### src/rtl/sc_pkg.sv
// Shared definitions for stochastic-computing blocks: FSM states, LFSR feedback
// polynomials and the unipolar bit rule used by every generator and decoder.
package sc_pkg;

  localparam int MAX_W = 16;

  typedef enum logic [1:0] {
    IDLE = 2'd0,
    RUN  = 2'd1,
    DONE = 2'd2
  } sc_state_e;

  // Fibonacci feedback masks; bit (e-1) is set for each polynomial term x^e.
  function automatic logic [MAX_W-1:0] lfsr_taps(input int width);
    case (width)
      8:       return 16'h00B8;  // x^8  + x^6  + x^5  + x^4 + 1
      12:      return 16'h0829;  // x^12 + x^6  + x^4  + x^1 + 1
      16:      return 16'hB400;  // x^16 + x^14 + x^13 + x^11 + 1
      default: return 16'h00B8;
    endcase
  endfunction

  // Unipolar encoding: a random draw at or below the value yields a one.
  function automatic logic sc_bit(input logic [MAX_W-1:0] rnd,
                                  input logic [MAX_W-1:0] val);
    return rnd <= val;
  endfunction

endpackage

### src/rtl/sc_lfsr.sv
// Maximal-length Fibonacci LFSR with load and advance controls; a zero load
// value is replaced by SEED so the register can never lock up at zero.
module sc_lfsr
  import sc_pkg::*;
#(
  parameter int               WIDTH = 8,
  parameter logic [WIDTH-1:0] SEED  = 'h01
) (
  input  logic             clk,
  input  logic             rst,
  input  logic             advance,
  input  logic             load,
  input  logic [WIDTH-1:0] load_val,
  output logic [WIDTH-1:0] state
);

  localparam logic [MAX_W-1:0] TAPS_FULL = lfsr_taps(WIDTH);
  localparam logic [WIDTH-1:0] TAPS      = TAPS_FULL[WIDTH-1:0];

  logic [WIDTH-1:0] state_q, state_d;
  logic             feedback;

  always_comb begin
    // NOTE: every combinational output gets a default first so no path leaves it unassigned (no latch).
    feedback = ^(state_q & TAPS);
    state_d  = state_q;
    if (load) begin
      state_d = (load_val == '0) ? SEED : load_val;
    end else if (advance) begin
      state_d = {state_q[WIDTH-2:0], feedback};
    end
  end

  // NOTE: sequential state uses non-blocking assignment so all registers update together at the edge.
  always_ff @(posedge clk or negedge rst) begin
    if (!rst) begin
      state_q <= SEED;
    end else begin
      state_q <= state_d;
    end
  end

  assign state = state_q;

endmodule

### src/rtl/stochastic_number_generator.sv
// Binary-to-stochastic encoder: emits `length` registered bits whose ones
// density is value/(2^WIDTH-1), drawn from a persistent maximal-length LFSR.
module stochastic_number_generator
  import sc_pkg::*;
#(
  parameter int               WIDTH = 8,
  parameter int               LEN_W = 16,
  parameter logic [WIDTH-1:0] SEED  = 'h01
) (
  input  logic             clk,
  input  logic             rst,
  input  logic             start,
  input  logic [WIDTH-1:0] value,
  input  logic [LEN_W-1:0] length,
  input  logic [WIDTH-1:0] seed,
  input  logic             seed_load,
  output logic             bitstream,
  output logic             bit_valid,
  output logic             busy,
  output logic             done
);

  sc_state_e        state_q, state_d;
  logic [WIDTH-1:0] value_q, value_d;
  logic [LEN_W-1:0] length_q, length_d;
  logic [LEN_W-1:0] count_q, count_d;
  logic             lfsr_adv, lfsr_load;
  logic [WIDTH-1:0] lfsr_state;
  logic             bit_now;
  logic             bitstream_q, bit_valid_q, busy_q, done_q;

  sc_lfsr #(
    .WIDTH (WIDTH),
    .SEED  (SEED)
  ) u_lfsr (
    .clk      (clk),
    .rst      (rst),
    .advance  (lfsr_adv),
    .load     (lfsr_load),
    .load_val (seed),
    .state    (lfsr_state)
  );

  assign bit_now = sc_bit(MAX_W'(lfsr_state), MAX_W'(value_q));

  always_comb begin
    state_d   = state_q;
    value_d   = value_q;
    length_d  = length_q;
    count_d   = count_q;
    lfsr_adv  = 1'b0;
    lfsr_load = 1'b0;
    case (state_q)
      IDLE: begin
        // A seed loaded alongside start is the first state the stream uses.
        lfsr_load = seed_load;
        if (start) begin
          if (length != '0) begin
            value_d  = value;
            length_d = length;
            count_d  = '0;
            state_d  = RUN;
          end else begin
            state_d  = DONE;
          end
        end
      end
      RUN: begin
        lfsr_adv = 1'b1;
        if (count_q == length_q - LEN_W'(1)) begin
          state_d = DONE;
        end else begin
          count_d = count_q + LEN_W'(1);
        end
      end
      DONE:    state_d = IDLE;
      default: state_d = IDLE;
    endcase
  end

  always_ff @(posedge clk or negedge rst) begin
    if (!rst) begin
      state_q     <= IDLE;
      value_q     <= '0;
      length_q    <= '0;
      count_q     <= '0;
      bitstream_q <= 1'b0;
      bit_valid_q <= 1'b0;
      busy_q      <= 1'b0;
      done_q      <= 1'b0;
    end else begin
      state_q     <= state_d;
      value_q     <= value_d;
      length_q    <= length_d;
      count_q     <= count_d;
      // Outputs trail the state by one edge, so the bit drawn in RUN appears next cycle.
      bitstream_q <= (state_q == RUN) && bit_now;
      bit_valid_q <= (state_q == RUN);
      busy_q      <= (state_q != IDLE);
      done_q      <= (state_q == DONE);
    end
  end

  assign bitstream = bitstream_q;
  assign bit_valid = bit_valid_q;
  assign busy      = busy_q;
  assign done      = done_q;

endmodule

### config.mk
export PLATFORM = sky130hd
export DESIGN_NAME = stochastic_number_generator
export DESIGN_NICKNAME = d
export VERILOG_FILES = /design/src/rtl/sc_pkg.sv /design/src/rtl/sc_lfsr.sv /design/src/rtl/stochastic_number_generator.sv
export SDC_FILE = /design/constraint.sdc
export NUM_CORES = 1
export LEC_CHECK = 0
export BUFFER_PORTS_ARGS = -buffer_cell sky130_fd_sc_hd__buf_4
export CELL_PAD_IN_SITES_DETAIL_PLACEMENT = 1
export CELL_PAD_IN_SITES_GLOBAL_PLACEMENT = 1
export CORE_MARGIN = 2
export CORE_UTILIZATION = 46
export CTS_BUF_LIST = sky130_fd_sc_hd__clkbuf_4
export CTS_CLUSTER_DIAMETER = 200
export DETAILED_ROUTE_END_ITERATION = 12
export PLACE_DENSITY = 0.82
export SLEW_MARGIN = 20
export SYNTH_ARGS = -nofsm -noshare
export SYNTH_HDL_FRONTEND = slang
export SYNTH_HIERARCHICAL = 1
export SYNTH_SLANG_ARGS = --single-unit
### constraint.sdc
create_clock -name clk -period 3.9 [get_ports clk]
set_clock_uncertainty 0.05 [all_clocks]
set_input_delay 0.585 -clock clk [delete_from_list [all_inputs] [get_ports clk]]
set_output_delay 0.585 -clock clk [all_outputs]
set_load 0.005 [all_outputs]
==> results.json, run 1 <==
{
  "relSlewSlack": 0.397,
  "core_area_mm2": 0.00691,
  "fin_ws_ns": 0.607,
  "htreeDepth": 2,
  "slew_violations": 0,
  "worstPathArrival_ns": 3.52,
  "grt_pass1_wl_um": 13500,
  "grt_antenna_before_repair": 0,
  "cap_violations": 0,
  "grtUsageTotal": 0.218,
  "io_pins": 40,
  "rows": 30,
  "synth_compound_area_frac": 0.147,
  "max_clock_freq_mhz": 304,
  "overflow": 0,
  "syn_area_mm2": 0.00332,
  "synthAdderAreaFrac": 0.0376,
  "yosysTopAreaCell": "dfrtp_1",
  "seq_area_mm2": 0.00135,
  "cts.sinks": 54,
  "fin_hold_ws_ns": 0.168,
  "reg2reg_to": "count_q[1]",
  "worstMarginPinSlew_ns": 0.901,
  "die_h_um": 89.0,
  "p_leak_uw": 0.00162,
  "rsz0062_at_grt": "no",
  "period_share": 0.844,
  "num_antenna_cells": 0,
  "cts_resized": 0,
  "final_common_cell": "nand2_1",
  "insertion_delay_ns": 0.38,
  "wirelength_um": 8130,
  "synth_top_family_by_area": "simple AND/OR/NAND/NOR gates",
  "drtIter0Drc": 69,
  "setup_tns_ns": 0,
  "setup_violations": 0,
  "cts_tree": "done",
  "powerDensity_mw_per_mm2": 630,
  "final_antenna_net_count": 0,
  "synth_edf_count": 0,
  "yosys-mux-area-fraction": 0.0312,
  "ir_drop_v": 0.000317,
  "synth_seq_cells": 54,
  "remaining_drc_errors": 0,
  "design_area_mm2": 0.00372,
  "dp_slack_ns": 0.656,
  "start_util": 0.481,
  "cts_setup_buffers": 0,
  "ys_seq_area_frac": 0.407,
  "viasPerCell": 5.53,
  "async_flop_share": 1.00,
  "dieArea_mm2": 0.00792,
  "routabilityCongestion": 0.913,
  "crit_chain": "inv_1 -> ha_1 -> nor4b_4 -> nand2_1 -> a211oi_1 -> a31oi_1 -> a2111o_1 -> and4bb_4 -> nor3b_1 -> mux2_2",
  "synthSimpleGateAreaFrac": 0.276,
  "endpoint_kind": "flop",
  "r2r-start": "length_q[0]",
  "yosysWarnings": 6,
  "min_period_ns": 3.29,
  "synth_cell_types": 57,
  "cts_made_buffers": 5,
  "ys_top_cells_by_area": "dfrtp_1 40%, nand2_1 8.6%, ha_1 3.8%, xnor2_1 3.7%, o21ai_0 3.5%",
  "dpl.hpwl_um": 6040,
  "drt-wirelength-per-cell_um": 16.4,
  "synthCells": 370,
  "ys.flop_type": "dfrtp_1",
  "vias": 2744,
  "final_cell_mix": "76 x nand2_1, 53 x dfrtp_1, 39 x buf_4",
  "post_dp_cell_area_mm2": 0.00365,
  "r2r_slack_ns": 0.61,
  "io_buffers": 39,
  "cts-root-buf": "clkbuf_4",
  "final_layout_size_suffix_gt1_frac": 0.205,
  "start_kind": "flop",
  "cts_buffer_depth": 2,
  "status": "finished, final reports clean",
  "multiInputGateArea_mm2": 0.00184,
  "cp.required_ns": 4.13,
  "grt_pass1_vias": 2852,
  "r2r_cells": 10,
  "critPathMaxFanout": 30,
  "syn_nets": 416,
  "synth_top_area_share": 0.399,
  "critical_path_class": "flop to flop",
  "synth_xor_xnor_area_share": 0.0576,
  "nets": 445,
  "grt_max_degree": 55,
  "worstHoldPathType": "input pin to asynchronous set/reset pin",
  "cts_hold_buffers": 0,
  "avgSynthCellArea_um2": 8.98,
  "die_w_um": 89.0,
  "n_fill_cell": 845,
  "cpPeakStageDelay_ns": 0.57,
  "slowest_stage": "and4bb_4",
  "hold_violations": 0,
  "clk_pin_slew_ns": 0.15,
  "area_delta_synth_final_pct": 12.0,
  "firstDrtPassIters": 4
}
worst max-delay path by stage:
| stage | startpoint | endpoint | cells past startpoint |
|---|---|---|---|
| 2_1_floorplan | length_q[0] | count_q[11] | 12 |
| 3_3_place_gp | length_q[0] | count_q[1] | 10 |
| 3_5_place_dp | length_q[0] | count_q[1] | 10 |
| 4_1_cts | length_q[0] | count_q[1] | 10 |
| 5_1_grt | length_q[0] | count_q[1] | 10 |
| 6_report | length_q[0] | count_q[1] | 10 |
through the flow:
step,utilization,power (µW),instances
3_5_place_dp,0.528,2120,487
3_3_place_gp,0.528,2040,487
2_1_floorplan,-,1800,370
5_1_grt,0.539,2560,496
4_1_cts,0.536,2380,495
6_report,0.539,2340,496
state kept, by name, summed over array words and instances, names as in the netlist:
name,count
length_q,16
value_q,8
bitstream,1
state_q,2
busy,1
count_q,16
done,1
u_lfsr/state,8
bit_valid,1
synthesized netlist by cell type, types with 4 or more instances:
library cell,n
nand2_1,76
dfrtp_1,53
o21ai_0,23
xnor2_1,14
a21oi_1,13
nor2_1,13
inv_1,12
nand4_1,11
ha_1,10
or3_1,10
clkbuf_1,9
a21oi_2,8
o21ai_2,8
mux2i_1,7
or4_1,7
nand3_1,6
nor2b_1,6
nor3_1,6
xor2_1,6
and3_1,5
nand2b_1,5
nor4_1,5
o31ai_1,5
buf_2,4
routing by layer:
metal | GRT usage | vias up | wire length [µm]
li1 | - | 1364 | -
met1 | 0.261 | 1338 | 3620
met2 | 0.404 | 32 | 4210
met3 | 0.0369 | 10 | 191
met4 | 0.0556 | 0 | 106
met5 | 0 | - | 0
worst max-delay path: cells and delay by family, from the launching register on:
kind | cells | cell delay, ns
AND/OR/NAND/NOR | 4 | 1.20
multiplexers | 1 | 0.29
flip-flops | 1 | 0.45
AO/OA/AOI/OAI | 3 | 0.78
buffers and inverters | 1 | 0.09
adder cells (fa/ha/maj) | 1 | 0.32
cells by family (layout without fill, tap and decap cells):
| logic type | after synthesis | count (layout) |
|---|---|---|
| flops | 54 | 54 |
| mux | 10 | 10 |
| simple gates | 173 | 173 |
| buf+inv | 30 | 60 |
| xor+xnor | 21 | 21 |
| compound gates | 72 | 72 |
| fa+ha+maj | 10 | 10 |
power by group:
group,switching (µW),internal (µW),total [µW]
sequential,255,765,1020
combinational,553,520,1070
clock,175,75.3,251
total,984,1360,2340
layout make-up:
cell class,instances,share of cell area
clock buffers,6,0.0121
clock inverters,2,0.00235
inverters,12,0.0121
multi-input cells,286,0.494
flip-flops and latches,54,0.363
well taps,96,0.0323
repair buffers,40,0.0840
No activity file was read; power rests on OpenSTA's default activity.
==> run 2: changes to the inputs <==
Settings changed: ABC_AREA set to 1, CORE_UTILIZATION 46 to 40, PLACE_DENSITY 0.82 to 0.79.
Clock period 3.9 ns to 2.9 ns, I/O delays scaled along.
==> results.json, run 2 <==
{
  "status": "finished, final reports clean",
  "final_cell_mix": "114 x nand2_1, 64 x inv_1, 62 x nor2_1",
  "worstMarginPinSlew_ns": 0.698,
  "cts_buffer_depth": 2,
  "avgSynthCellArea_um2": 7.12,
  "r2r_slack_ns": 0.57,
  "ys_seq_area_frac": 0.385,
  "total_power_uw": 3320,
  "cts-root-buf": "clkbuf_4",
  "ir_drop_v": 0.000346,
  "drtIter0Drc": 154,
  "routabilityCongestion": 0.826,
  "syn_area_mm2": 0.00351,
  "die_w_um": 97.7,
  "synth_most_common_cell": "nand2_1",
  "placedCellCount": 631,
  "cts.sinks": 54,
  "yosysWarnings": 6,
  "grt_max_degree": 55,
  "firstDrtPassIters": 4,
  "multiInputGateArea_mm2": 0.00184,
  "dieArea_mm2": 0.00954,
  "remaining_drc_errors": 0,
  "final_antenna_net_count": 0,
  "cap_violations": 0,
  "netlist_top_cells_count": "114 x nand2_1, 64 x inv_1, 62 x nor2_1",
  "endpoint_kind": "flop",
  "ys_top_cells_by_area": "dfrtp_1 38%, nand2_1 12%, nand3_1 7.4%, inv_1 6.8%, nor2_1 6.6%",
  "clk_pin_slew_ns": 0.16,
  "ys.flop_type": "dfrtp_1",
  "cts_hold_buffers": 0,
  "r2r_cells": 13,
  "fin_cells": 640,
  "grt_pass1_vias": 3563,
  "worstHoldPathType": "input pin to asynchronous set/reset pin",
  "period_share": 0.805,
  "min_period_ns": 2.33,
  "setup_violations": 0,
  "fin_ws_ns": 0.566,
  "synthCells": 493,
  "die_h_um": 97.7,
  "wirelength_um": 9510,
  "wl_met3_um": 199,
  "core_area_mm2": 0.00864,
  "grt_antenna_before_repair": 1,
  "insertion_delay_ns": 0.39,
  "dp_slack_ns": 0.560,
  "critical_path_class": "flop to flop",
  "rows": 34,
  "start_util": 0.407,
  "cp.required_ns": 3.14,
  "area_delta_synth_final_pct": 12.8,
  "io_pins": 40,
  "reg2reg_to": "count_q[13]",
  "p_leak_uw": 0.00199,
  "yosysTopAreaCell": "dfrtp_1",
  "cts_setup_buffers": 0,
  "post-route-util": 0.458,
  "start_kind": "flop",
  "vias": 3332,
  "seq_area_mm2": 0.00135,
  "cts_tree": "done",
  "async_flop_share": 1.00,
  "synth_seq_cells": 54,
  "viasPerCell": 5.21,
  "r2r-start": "length_q[0]",
  "cts_resized": 0,
  "synth_edf_count": 0,
  "synth_cell_types": 34,
  "slew_violations": 0,
  "syn_nets": 539,
  "worstPathArrival_ns": 2.58,
  "m1WireLength_um": 4420,
  "n_fill_cell": 1120,
  "drt-wirelength-per-cell_um": 14.9,
  "max_clock_freq_mhz": 428,
  "setup_tns_ns": 0,
  "cts_made_buffers": 5,
  "relSlewSlack": 0.535,
  "hold_violations": 0,
  "final_common_cell": "nand2_1",
  "htreeDepth": 2,
  "final_layout_size_suffix_gt1_frac": 0.128,
  "grt_pass1_wl_um": 16400,
  "io_buffers": 39,
  "grtUsageTotal": 0.209,
  "wl_met2_um": 4750,
  "critPathMaxFanout": 16,
  "rsz0062_at_grt": "no",
  "reg_top3": "count_q x16, length_q x16",
  "powerDensity_mw_per_mm2": 837,
  "top_layer_used": "met4",
  "nets": 576,
  "dpl.hpwl_um": 7330,
  "synth_top_area_share": 0.378,
  "overflow": 0
}
==> run 2: cell count changes in the layout (fill, tap and decap cells not counted), moves of 11 or more <==
cell | before | now
inv_1 | 12 | 64
xor2_1 | 6 | 17
nand3_1 | 6 | 52
a21oi_1 | 13 | 27
nand2_1 | 76 | 114
nor2_1 | 12 | 62
==> run 2: critical path, stage by stage (launching register included) <==
cell	delay (ns)
dfrtp_1	0.43
inv_1	0.13
ha_1	0.28
nand2_2	0.13
nor2_4	0.18
nand2_1	0.07
nand2_1	0.06
nand2_1	0.05
nor2_1	0.10
nand2_1	0.07
nor2_2	0.13
nand3_2	0.31
nand3_1	0.17
nand2_1	0.07
==> run 2: kinds of logic (layout without fill, tap and decap cells) <==
group,Yosys count,after routing,synth area share
adder cells (fa/ha/maj),10,10,0.0356
buffers and inverters,80,118,0.0916
flip-flops,54,54,0.385
XOR/XNOR,25,25,0.0624
other,0,1,0
AND/OR/NAND/NOR,270,270,0.343
AO/OA/AOI/OAI,54,54,0.0823
==> run 2: how the worst max path moves through the flow <==
stage,from,endpoint,slack [ns],depth (start not counted)
floorplan,length_q[0],count_q[10],0.96,14
global placement,length[1],length_q[0],0.60,7
detailed placement,length[1],length_q[3],0.56,7
CTS,length_q[0],count_q[13],0.57,13
global route,length_q[0],count_q[5],0.35,13
finish,length_q[0],count_q[13],0.57,13
==> run 2: metal layers <==
layer / global-route usage / vias up
met5: 0 / -
met4: 0.0566 / 0
met3: 0.0288 / 9
met2: 0.372 / 42
met1: 0.263 / 1625
li1: - / 1656
==> run 2: layout make-up <==
class / count / area share
Clock inverter: 2 / 0.00348
Antenna cell: 1 / 0.000632
Clock buffer: 6 / 0.0114
Sequential cell: 54 / 0.342
Multi-Input combinational cell: 359 / 0.464
Tap cell: 108 / 0.0341
Inverter: 68 / 0.0651
Timing Repair Buffer: 42 / 0.0796
==> run 2: metrics by stage <==
stage / cell area [µm²] / hold slack [ns]
final: 3960 / 0.0159
after global routing: 3960 / 0.0584
after CTS: 3960 / 0.0343
after detailed placement: 3900 / 0.428
after global placement: 3900 / 0.422
after floorplan: 3510 / 0.0894
==> run 2: power by group <==
part | leakage, µW | internal [µW] | total (µW) | switching, µW
logic | 0.00129 | 598 | 1650 | 1050
registers | 0.000661 | 1020 | 1300 | 280
clock network | 0.0000361 | 107 | 360 | 252
==> run 3: changes to the inputs <==
Settings changed: ABC_AREA 1 to 0, CORE_UTILIZATION 40 to 42.
Clock period 2.9 ns to 2.1 ns, I/O delays scaled along.
==> results.json, run 3 (synthesis gave the netlist of run 1 again) <==
{
  "rsz0062_at_grt": "yes",
  "critPathMaxFanout": 16,
  "remaining_drc_errors": 0,
  "slew_violations": 0,
  "dieArea_mm2": 0.00864,
  "relSlewSlack": 0.526,
  "powerDensity_mw_per_mm2": 1270,
  "cap_violations": 0,
  "final_layout_size_suffix_gt1_frac": 0.375,
  "seq_area_mm2": 0.00135,
  "dpl.hpwl_um": 7070,
  "post-route-util": 0.583,
  "final_common_cell": "buf_4",
  "design_area_mm2": 0.00448,
  "cp.required_ns": 2.40,
  "drtIter0Drc": 145,
  "cts.sinks": 54,
  "period_share": 1.34,
  "drt-wirelength-per-cell_um": 19.2,
  "cts-root-buf": "clkbuf_4",
  "core_area_mm2": 0.00769,
  "io_pins": 40,
  "grt_max_degree": 55,
  "viasPerCell": 5.67,
  "final_antenna_net_count": 0,
  "clkPwrFrac": 0.129,
  "placedCellCount": 556,
  "die_h_um": 93.0,
  "p_int_uw": 3350,
  "final_cell_mix": "101 x buf_4, 75 x nand2_1, 52 x dfrtp_1",
  "vias": 3226,
  "num_antenna_cells": 0,
  "grt_antenna_before_repair": 0,
  "p_leak_uw": 0.00201,
  "htreeDepth": 2,
  "p_switching_uw": 2320,
  "rows": 32,
  "fin_ws_ns": -0.714,
  "critical_path_class": "flop to flop",
  "io_buffers": 39,
  "insertion_delay_ns": 0.41,
  "setup_tns_ns": -11.35,
  "power_frac_seq": 0.320,
  "grt_pass1_vias": 3545,
  "routabilityCongestion": 0.803,
  "nets": 512,
  "hold_violations": 0,
  "failed_checks": "negative setup slack",
  "setup_violations": 18,
  "post_dp_cell_area_mm2": 0.00416,
  "cts_buffer_depth": 2,
  "cts_made_buffers": 5,
  "worstPathArrival_ns": 3.11,
  "n_fill_cell": 896,
  "firstDrtPassIters": 4,
  "status": "finished, violations left",
  "start_util": 0.432,
  "area_delta_synth_final_pct": 34.8,
  "wirelength_um": 10900,
  "multiInputGateArea_mm2": 0.00201,
  "grtUsageTotal": 0.259,
  "die_w_um": 93.0,
  "cts_tree": "done",
  "endpoint_kind": "flop",
  "swShare": 0.410,
  "reg_top3": "count_q x16, length_q x16",
  "fin_cells": 569,
  "clk_pin_slew_ns": 0.17,
  "ir_drop_v": 0.000576,
  "grt_pass1_wl_um": 17400,
  "start_kind": "flop",
  "worstHoldPathType": "input pin to flop",
  "worstMarginPinSlew_ns": 0.711,
  "max_clock_freq_mhz": 355,
  "combinationalPowerShare": 0.551,
  "min_period_ns": 2.81,
  "overflow": 0
}
[run 3: cell types whose count changed in the layout (fill, tap and decap cells not counted), moves of 11 or more]
cell / before / now
a21oi_2: 0 / 13
nand2_1: 114 / 75
inv_1: 64 / 10
nand3_1: 52 / 5
buf_4: 42 / 101
xor2_1: 17 / 6
a21oi_1: 27 / 8
nor2_1: 62 / 12
[run 3: power groups by stage]
stage | clock (µW) | combinational (µW) | sequential, µW
after floorplan | 0 | 1630 | 1740
after global placement | 0 | 2550 | 1780
after detailed placement | 0 | 2710 | 1800
after CTS | 729 | 2940 | 1790
after global routing | 777 | 3410 | 1860
final | 734 | 3130 | 1810
[run 3: worst paths after layout]
kind                             start          end  slack [ns]  cells past startpoint
hold / removal               length[8]  length_q[8]        0.04                      3
max in group asynchronous          rst  length_q[2]        1.07                      2
hold reg to reg             value_q[0]   value_q[0]        0.48                      2
setup reg to reg           length_q[1]   count_q[9]       -0.71                     11
min in group asynchronous          rst  count_q[12]        0.43                      2
setup / recovery           length_q[1]   count_q[9]       -0.71                     11
[run 3: area by class of cell]
type / instances / area share
flip-flops and latches: 54 / 0.302
well taps: 102 / 0.0285
clock inverters: 3 / 0.0142
clock buffers: 5 / 0.00838
multi-input cells: 286 / 0.449
inverters: 12 / 0.0101
repair buffers: 107 / 0.188
[run 3: critical path: stages, from the launching register on]
cell and delay, ns:
dfrtp_1 0.43, buf_4 0.15, or2_4 0.28, buf_6 0.13, o21ai_0 0.29, a21oi_2 0.12, a31oi_4 0.19, a2111oi_4 0.05
and4bb_4 0.25, buf_12 0.16, or4_1 0.49, a21oi_1 0.14
[run 3: layer usage]
layer | vias to the layer above | GRT usage | routed length [µm]
li1 | 1494 | - | -
met1 | 1621 | 0.286 | 4230
met2 | 81 | 0.482 | 5850
met3 | 30 | 0.0395 | 346
met4 | 0 | 0.121 | 470
met5 | - | 0 | 0
[run 3: repair_timing]
item                                    in CTS  in global routing
gates resized for setup                     24                 12
endpoints found under the setup margin      18                 18
hold buffers                                 1                  0
hold endpoints to repair                    53                  0
setup buffers                                3                  1
pin swaps                                   18                 12
[run 3: through the flow]
stage                     hold WS, ns  setup WS [ns]  power [µW]
after floorplan               -0.0306         -0.459        3380
after global placement          0.358         -0.515        4330
after detailed placement        0.364         -0.648        4510
after CTS                      0.0554         -0.566        5450
after global routing           0.0414         -0.793        6050
final                          0.0435         -0.714        5670
